--- config.mk ---
export PLATFORM = sky130hd
export DESIGN_NAME = branch_pc_ctl_flat
export DESIGN_NICKNAME = d
export VERILOG_FILES = /design/src/rtl/branch_pc_ctl_if.sv /design/src/rtl/branch_pc_ctl.sv /design/src/flat_wrapper.sv
export SDC_FILE = /design/constraint.sdc
export NUM_CORES = 1
export LEC_CHECK = 0
export BUFFER_PORTS_ARGS = -buffer_cell sky130_fd_sc_hd__buf_4
export CORE_ASPECT_RATIO = 1.4
export CORE_MARGIN = 1
export CORE_UTILIZATION = 40
export CTS_CLUSTER_DIAMETER = 100
export DETAILED_ROUTE_END_ITERATION = 6
export GPL_ROUTABILITY_DRIVEN = 0
export GPL_TIMING_DRIVEN = 1
export SETUP_SLACK_MARGIN = 0.02
export SYNTH_ARGS = -nofsm -noshare
export SYNTH_HDL_FRONTEND = slang
export SYNTH_SLANG_ARGS = --single-unit
--- constraint.sdc ---
create_clock -name clka -period 3.7 [get_ports clka]
set_clock_uncertainty 0.15 [all_clocks]
set_input_delay 0.74 -clock clka [delete_from_list [all_inputs] [get_ports clka]]
set_output_delay 0.74 -clock clka [all_outputs]
set_load 0.01 [all_outputs]
--- src/rtl/branch_pc_ctl_if.sv ---
`default_nettype none
// ============================================================================
//  Module   : branch_pc_ctl_if
//  Purpose  : Decode/CC inputs and fetch-PC outputs of the branch PC controller.
//  Revision : 1.0  initial release
// ============================================================================
interface branch_pc_ctl_if #(
    parameter int PC_WIDTH     = 16,
    parameter int OFFSET_WIDTH = 9
);
    logic                    instr_valid_in;
    logic                    is_br_in;
    logic [2:0]              nzp_dec_in;
    logic [OFFSET_WIDTH-1:0] offset_in;
    logic [PC_WIDTH-1:0]     br_pc_in;
    logic [2:0]              cc_in;
    logic                    cc_pending_in;
    logic                    fetch_ready_in;
    logic [PC_WIDTH-1:0]     pc_out;
    logic                    fetch_req_out;
    logic                    flush_out;
    logic                    taken_out;
    logic [1:0]              state_out;

    modport master (
        output instr_valid_in, is_br_in, nzp_dec_in, offset_in, br_pc_in,
               cc_in, cc_pending_in, fetch_ready_in,
        input  pc_out, fetch_req_out, flush_out, taken_out, state_out
    );

    modport slave (
        input  instr_valid_in, is_br_in, nzp_dec_in, offset_in, br_pc_in,
               cc_in, cc_pending_in, fetch_ready_in,
        output pc_out, fetch_req_out, flush_out, taken_out, state_out
    );
endinterface
`default_nettype wire

--- src/rtl/branch_pc_ctl.sv ---
`default_nettype none
// ============================================================================
//  Module   : branch_pc_ctl
//  Purpose  : Branch resolution against N/Z/P condition state and fetch-PC
//             sequencing with redirect, CC-pending stall and fetch flush.
//  Revision : 1.0  initial release
// ============================================================================
module branch_pc_ctl #(
    parameter int                  PC_WIDTH     = 16,
    parameter int                  OFFSET_WIDTH = 9,
    parameter logic [PC_WIDTH-1:0] RESET_PC     = 16'h3000,
    parameter int                  FLUSH_CYCLES = 2
) (
    input  wire logic          clka,
    input  wire logic          reset_in,
    branch_pc_ctl_if.slave     bus
);

    localparam int c_CNT_W = (FLUSH_CYCLES > 1) ? $clog2(FLUSH_CYCLES) : 1;
    localparam logic [c_CNT_W-1:0] c_CNT_INIT = c_CNT_W'(FLUSH_CYCLES - 1);

    typedef enum logic [1:0] {
        S_RUN     = 2'b00,
        S_WAIT_CC = 2'b01,
        S_FLUSH   = 2'b10
    } state_t;

    state_t                  r_state, w_state_nxt;
    logic [PC_WIDTH-1:0]     r_pc, w_pc_nxt;
    logic                    r_flush, w_flush_nxt;
    logic                    r_taken, w_taken_nxt;
    logic [c_CNT_W-1:0]      r_cnt, w_cnt_nxt;
    logic [2:0]              r_mask;
    logic [OFFSET_WIDTH-1:0] r_off;
    logic [PC_WIDTH-1:0]     r_brpc;
    logic                    w_latch;

    logic                    w_fetch_req;
    logic                    w_hs;
    logic [2:0]              w_mask;
    logic [OFFSET_WIDTH-1:0] w_off;
    logic [PC_WIDTH-1:0]     w_brpc;
    logic [PC_WIDTH-1:0]     w_target;
    logic                    w_is_taken;

    assign w_fetch_req = (r_state == S_RUN) && !reset_in;
    assign w_hs        = w_fetch_req && bus.fetch_ready_in;

    // While stalled the branch is resolved from the copy captured on entry.
    assign w_mask   = (r_state == S_WAIT_CC) ? r_mask : bus.nzp_dec_in;
    assign w_off    = (r_state == S_WAIT_CC) ? r_off  : bus.offset_in;
    assign w_brpc   = (r_state == S_WAIT_CC) ? r_brpc : bus.br_pc_in;
    assign w_target = w_brpc + {{(PC_WIDTH-OFFSET_WIDTH){w_off[OFFSET_WIDTH-1]}}, w_off};
    assign w_is_taken = (w_mask == 3'b111) || (|(w_mask & bus.cc_in));

    always_comb begin
        w_state_nxt = r_state;
        w_pc_nxt    = r_pc;
        w_flush_nxt = 1'b0;
        w_taken_nxt = 1'b0;
        w_cnt_nxt   = r_cnt;
        w_latch     = 1'b0;
        case (r_state)
            S_RUN: begin
                if (w_hs) begin
                    w_pc_nxt = r_pc + PC_WIDTH'(1);
                end
                if (bus.instr_valid_in && bus.is_br_in) begin
                    if (bus.cc_pending_in) begin
                        w_state_nxt = S_WAIT_CC;
                        w_latch     = 1'b1;
                    end else if (w_is_taken) begin
                        w_state_nxt = S_FLUSH;
                        w_pc_nxt    = w_target;
                        w_flush_nxt = 1'b1;
                        w_taken_nxt = 1'b1;
                        w_cnt_nxt   = c_CNT_INIT;
                    end
                end
            end
            S_WAIT_CC: begin
                if (!bus.cc_pending_in) begin
                    if (w_is_taken) begin
                        w_state_nxt = S_FLUSH;
                        w_pc_nxt    = w_target;
                        w_flush_nxt = 1'b1;
                        w_taken_nxt = 1'b1;
                        w_cnt_nxt   = c_CNT_INIT;
                    end else begin
                        w_state_nxt = S_RUN;
                    end
                end
            end
            S_FLUSH: begin
                // r_cnt counts the FLUSH cycles still remaining after this one.
                if (r_cnt == '0) begin
                    w_state_nxt = S_RUN;
                end else begin
                    w_flush_nxt = 1'b1;
                    w_cnt_nxt   = r_cnt - c_CNT_W'(1);
                end
            end
            default: begin
                w_state_nxt = S_RUN;
            end
        endcase
    end

    always_ff @(posedge clka) begin
        if (reset_in) begin
            r_state <= S_RUN;
            r_pc    <= RESET_PC;
            r_flush <= 1'b0;
            r_taken <= 1'b0;
            r_cnt   <= '0;
            r_mask  <= '0;
            r_off   <= '0;
            r_brpc  <= '0;
        end else begin
            r_state <= w_state_nxt;
            r_pc    <= w_pc_nxt;
            r_flush <= w_flush_nxt;
            r_taken <= w_taken_nxt;
            r_cnt   <= w_cnt_nxt;
            if (w_latch) begin
                r_mask <= bus.nzp_dec_in;
                r_off  <= bus.offset_in;
                r_brpc <= bus.br_pc_in;
            end
        end
    end

    assign bus.pc_out        = r_pc;
    assign bus.fetch_req_out = w_fetch_req;
    assign bus.flush_out     = r_flush;
    assign bus.taken_out     = r_taken;
    assign bus.state_out     = r_state;

endmodule
`default_nettype wire
--- src/flat_wrapper.sv ---
// flat-port wrapper written by rule: the top's interface ports become plain ports
module branch_pc_ctl_flat 
#(
    parameter int                  PC_WIDTH     = 16,
    parameter int                  OFFSET_WIDTH = 9,
    parameter logic [PC_WIDTH-1:0] RESET_PC     = 16'h3000,
    parameter int                  FLUSH_CYCLES = 2
)
  (clka, reset_in, bus_instr_valid_in, bus_is_br_in, bus_nzp_dec_in, bus_offset_in, bus_br_pc_in, bus_cc_in, bus_cc_pending_in, bus_fetch_ready_in, bus_pc_out, bus_fetch_req_out, bus_flush_out, bus_taken_out, bus_state_out);
  branch_pc_ctl_if #(.PC_WIDTH(PC_WIDTH), .OFFSET_WIDTH(OFFSET_WIDTH)) bus_i ();
  input  wire logic clka;
  input  wire logic reset_in;
  input wire logic [$bits(bus_i.instr_valid_in)-1:0] bus_instr_valid_in;
  input wire logic [$bits(bus_i.is_br_in)-1:0] bus_is_br_in;
  input wire logic [$bits(bus_i.nzp_dec_in)-1:0] bus_nzp_dec_in;
  input wire logic [$bits(bus_i.offset_in)-1:0] bus_offset_in;
  input wire logic [$bits(bus_i.br_pc_in)-1:0] bus_br_pc_in;
  input wire logic [$bits(bus_i.cc_in)-1:0] bus_cc_in;
  input wire logic [$bits(bus_i.cc_pending_in)-1:0] bus_cc_pending_in;
  input wire logic [$bits(bus_i.fetch_ready_in)-1:0] bus_fetch_ready_in;
  output wire logic [$bits(bus_i.pc_out)-1:0] bus_pc_out;
  output wire logic [$bits(bus_i.fetch_req_out)-1:0] bus_fetch_req_out;
  output wire logic [$bits(bus_i.flush_out)-1:0] bus_flush_out;
  output wire logic [$bits(bus_i.taken_out)-1:0] bus_taken_out;
  output wire logic [$bits(bus_i.state_out)-1:0] bus_state_out;
  assign bus_i.instr_valid_in = bus_instr_valid_in;
  assign bus_i.is_br_in = bus_is_br_in;
  assign bus_i.nzp_dec_in = bus_nzp_dec_in;
  assign bus_i.offset_in = bus_offset_in;
  assign bus_i.br_pc_in = bus_br_pc_in;
  assign bus_i.cc_in = bus_cc_in;
  assign bus_i.cc_pending_in = bus_cc_pending_in;
  assign bus_i.fetch_ready_in = bus_fetch_ready_in;
  assign bus_pc_out = bus_i.pc_out;
  assign bus_fetch_req_out = bus_i.fetch_req_out;
  assign bus_flush_out = bus_i.flush_out;
  assign bus_taken_out = bus_i.taken_out;
  assign bus_state_out = bus_i.state_out;
  branch_pc_ctl #(.PC_WIDTH(PC_WIDTH), .OFFSET_WIDTH(OFFSET_WIDTH), .RESET_PC(RESET_PC), .FLUSH_CYCLES(FLUSH_CYCLES)) u_core (.clka(clka), .reset_in(reset_in), .bus(bus_i));
endmodule
==> results.txt <==
Clock-pin slew was measured on the worst setup and hold paths at 70 ps. Excluding fillers, the count of instances in the completed layout stands at 596. The sequential cell area came out at 981 µm².

After legalization and detailed placement, the total HPWL measured 6470 µm. The count of state elements after synthesis came out at 49. The startpoint identified for the worst register-to-register timing path is u_core.bus.state_out[1]. The parity-gate share of the synthesized area counting xor and xnor cells is 0.0380. Once layout is complete, the utilization of the core stands at 0.500. The most used flip-flop cell after synthesis is sky130_fd_sc_hd__dfxtp_1.

The first detailed-routing pass ran for 4 iterations. The number of hold violations in the final report came out at 0. The worst setup path is captured at a register. The compound-gate portion of the synthesized area is 0.236. The total power is 1.51 mW. The multiplexer share of the synthesized area is 0.107. In this run the critical register-to-register path is captured at u_core.bus.pc_out[12]. The multi-input gate area in the final layout came out at 0.00233 mm². The per-cell via count in the routed design is 5.53. The area of the placeable core came out at 0.00830 mm². The worst-skew pair later-pin latency is 290 ps. The number of buffers inserted during clock tree synthesis came out at 5.

The slew of the pin with the lowest slew margin came out at 947 ps. The first global-routing pass estimated 15000 µm of wire. After detailed routing, the number of remaining DRC violations is 0.

On the critical path, the stage with the largest delay is an instance of sky130_fd_sc_hd__o311ai_1. The max-cap violation count came out at 0. The initial detailed-routing violation count came out at 178. The startpoint of the worst hold path is u_core.r_off[4].

The largest total area in the synthesized netlist belongs to sky130_fd_sc_hd__dfxtp_1. The layout filler cell count came out at 854. The max-slew violation total from the final report came to 0. The maximum resistive drop on vdd is 183 µV. The port buffer count is 57. 58 I/O pins were placed. The total number of clock tree sinks is 49. The final net count came out at 544. Setup repair after global routing left no endpoint under its margin.

The setup slack of the most critical reg-to-reg path is 330 ps. The worst setup timing slack at the placement stage is 330 ps. The flow ran to the end, and the final reports show no timing, DRC or antenna violations. The delay of the slowest cell on the worst path is 570 ps. Of the total power, the share spent switching nets is 0.293. The basic-gate share of the synthesized area counting and, or, nand and nor cells is 0.238. The tree is rooted in a sky130_fd_sc_hd__clkbuf_16.

The kind of cell with the highest combined delay on the critical path is compound AO/OA/AOI/OAI gates. The number of H-tree levels is 2. Summed over all cells, the static leakage comes to 1.66 nW.

The final period utilization came out at 0.911. The number of antenna diodes came out at 0. The setup TNS after final layout is 0 ps. Summed over all nets, the switching power comes to 0.442 mW. The critical setup path kind is register to register.

For this configuration, the core starts out at a cell density of 0.417. STA classifies the critical path startpoint as a register. The number of antenna violations at the first check in global routing is 0.

The clock group share of total power is 0.358. TritonCTS built the clock tree. The number of routed nets with antenna violations came out at 0.

The mean post-synth cell area came out at 7.81 µm². The share of total power dissipated in sequential elements is 0.382. The adder and majority cell fraction of the synthesized area came out at 0.0528. The async set-reset flop share out of synthesis is 0. After detailed routing, the average wire length per cell comes to 14.9 µm. The number of nets produced by synthesis came out at 494. The initialized floorplan defines 39 standard-cell rows.

Together, buffers and inverters on the worst path number 1. Gates resized during post-CTS repair numbered 0. After synthesis, the largest family of logic cells by area is simple AND/OR/NAND/NOR gates.

The part of the Yosys area used for sequential elements is 0.283. The worst endpoint required time came out at 3720 ps. For this run, the total global-route usage over all layers was measured as 0.209. The number of cells in the design after placement came out at 588. The power density over cell area came out at 364 mW/mm². The total setup buffers inserted after CTS came out at 0. The post-detailed-routing wire length is 8900 µm. The largest fanout on the critical path is 15. The area of the die came out at 0.00903 mm². The area of the mapped netlist is 0.00346 mm².

The path with the worst hold slack has its endpoint at u_core.r_off[4]. Data on the critical path arrives at its endpoint at 3400 ps. The worst path needs 3370 ps of the cycle, external delays included. The pin count of the biggest net entering global routing came out at 50.

The maximum number of buffers from clock root to sink came out at 2. For this run, the top clock speed supported by timing is 0.297 GHz. The width of the chip came out at 80.6 µm.

The worst reg-to-reg path cell count came out at 11. The final number of setup-violating endpoints is 0. The min-delay analysis places its worst path in the category register to register. The synthesized netlist contains 65 unique library cells.

The cell depth of the worst hold path came out at 2. The synthesis-to-layout area growth came out at 19.8%. The number of standard cells after synthesis came out at 443. The cell with the most instances after synthesis is sky130_fd_sc_hd__nand2_1.

The vertical extent of the die is 112 µm. The combinational power share came out at 0.259. The number of warning messages in the yosys log came out at 0. The internal portion of the total power is 1.07 mW.

By area the synthesized netlist is led by sky130_fd_sc_hd__dfxtp_1 (28%), sky130_fd_sc_hd__nand2_1 (9.4%), sky130_fd_sc_hd__a21oi_1 (8.2%), sky130_fd_sc_hd__mux2_2 (7.2%), sky130_fd_sc_hd__ha_1 (4.7%). The max-slew headroom at the worst pin came out at 0.367. The number of enable-type register cells in the synthesized netlist is 0. The critical path goes through nand2b_2 -> buf_4 -> mux2_2 -> ha_1 -> a21oi_1 -> a21boi_0 -> o22ai_1 -> o311ai_1 -> nor2_1 -> mux2i_1 -> a21boi_1. By count the netlist is led by sky130_fd_sc_hd__nand2_1 (87), sky130_fd_sc_hd__a21oi_1 (57), sky130_fd_sc_hd__dfxtp_1 (49).

In the final layout, the share of cells above drive strength 1 is 0.231. The number of hold buffers added after cts came out at 0. The number of global-route vias before repair came out at 3157. The total number of vias is 3294. The share of the synthesized area in the top cell type is 0.283. Global routing finished with a remaining overflow of 0. The final worst slack came out at 329 ps.
## tightest hold or removal path, cell delays in order, from the launching register on
cell and delay, ps:
sky130_fd_sc_hd__dfxtp_1 310, sky130_fd_sc_hd__nand2_1 50, sky130_fd_sc_hd__a21oi_1 50
## cell type report
| type | count | share of cell area |
|---|---|---|
| multi-input combinational | 362 | 0.562 |
| sequential | 49 | 0.237 |
| timing repair buffer | 67 | 0.121 |
| clock buffer | 7 | 0.0344 |
| tap | 102 | 0.0308 |
| clock inverter | 1 | 0.00724 |
| inverter | 8 | 0.00724 |
## worst max-delay path by stage
stage                     slack [ps]               endpoint  depth (start not counted)                     from
final                            330  u_core.bus.pc_out[12]                         11  u_core.bus.state_out[1]
after global routing              70  u_core.bus.pc_out[12]                         11  u_core.bus.state_out[1]
after CTS                        330  u_core.bus.pc_out[12]                         11  u_core.bus.state_out[1]
after detailed placement         330  u_core.bus.pc_out[12]                         11          bus_br_pc_in[0]
after global placement           360  u_core.bus.pc_out[12]                         11          bus_br_pc_in[0]
after floorplan                   50  u_core.bus.pc_out[12]                         14  u_core.bus.state_out[1]
## cells by family (layout without fill, tap and decap cells)
kind of cell | after synthesis | count (layout)
buffers and inverters | 32 | 83
flip-flops | 49 | 49
adder cells (fa/ha/maj) | 14 | 14
multiplexers | 33 | 33
AO/OA/AOI/OAI | 130 | 130
XOR/XNOR | 15 | 15
AND/OR/NAND/NOR | 170 | 170
## registers in the layout, summed over array words and instances (netlist names)
| register | cells |
|---|---|
| u_core.r_brpc | 16 |
| u_core.bus.taken_out | 1 |
| u_core.r_cnt | 1 |
| u_core.bus.flush_out | 1 |
| u_core.r_off | 9 |
| u_core.r_mask | 3 |
| u_core.bus.state_out | 2 |
| u_core.bus.pc_out | 16 |
## stage by stage
stage          instance area (µm²)  hold slack, ps
2_1_floorplan                 3460             284
3_3_place_gp                  3970             290
3_5_place_dp                  3970             295
4_1_cts                       4150             305
5_1_grt                       4150             317
6_report                      4150             303
## metal layers
layer | wire length, µm | global-route usage
met1 | 4150 | 0.267
met3 | 260 | 0.0268
met4 | 135 | 0.0619
met2 | 4360 | 0.362
met5 | 0 | 0
## cell usage in the layout, fill, tap and decap left out, types with 6 or more instances in the layout
cell,n
sky130_fd_sc_hd__ha_1,13
sky130_fd_sc_hd__a211oi_1,6
sky130_fd_sc_hd__nor3_1,11
sky130_fd_sc_hd__o21ai_0,13
sky130_fd_sc_hd__nand2_1,87
sky130_fd_sc_hd__mux2_2,22
sky130_fd_sc_hd__nand3_1,10
sky130_fd_sc_hd__mux2i_1,10
sky130_fd_sc_hd__buf_4,67
sky130_fd_sc_hd__dfxtp_1,49
sky130_fd_sc_hd__a21oi_1,57
sky130_fd_sc_hd__o21ai_1,12
sky130_fd_sc_hd__xnor2_1,10
sky130_fd_sc_hd__inv_1,6
sky130_fd_sc_hd__nor2_1,26
## power by group through the flow
stage | clock [mW] | combinational (mW) | sequential (mW)
floorplan | 0 | 0.262 | 0.591
global placement | 0 | 0.386 | 0.589
detailed placement | 0 | 0.390 | 0.590
CTS | 0.550 | 0.393 | 0.578
global route | 0.573 | 0.437 | 0.582
finish | 0.542 | 0.392 | 0.578
No activity file was read; power rests on OpenSTA's default activity.
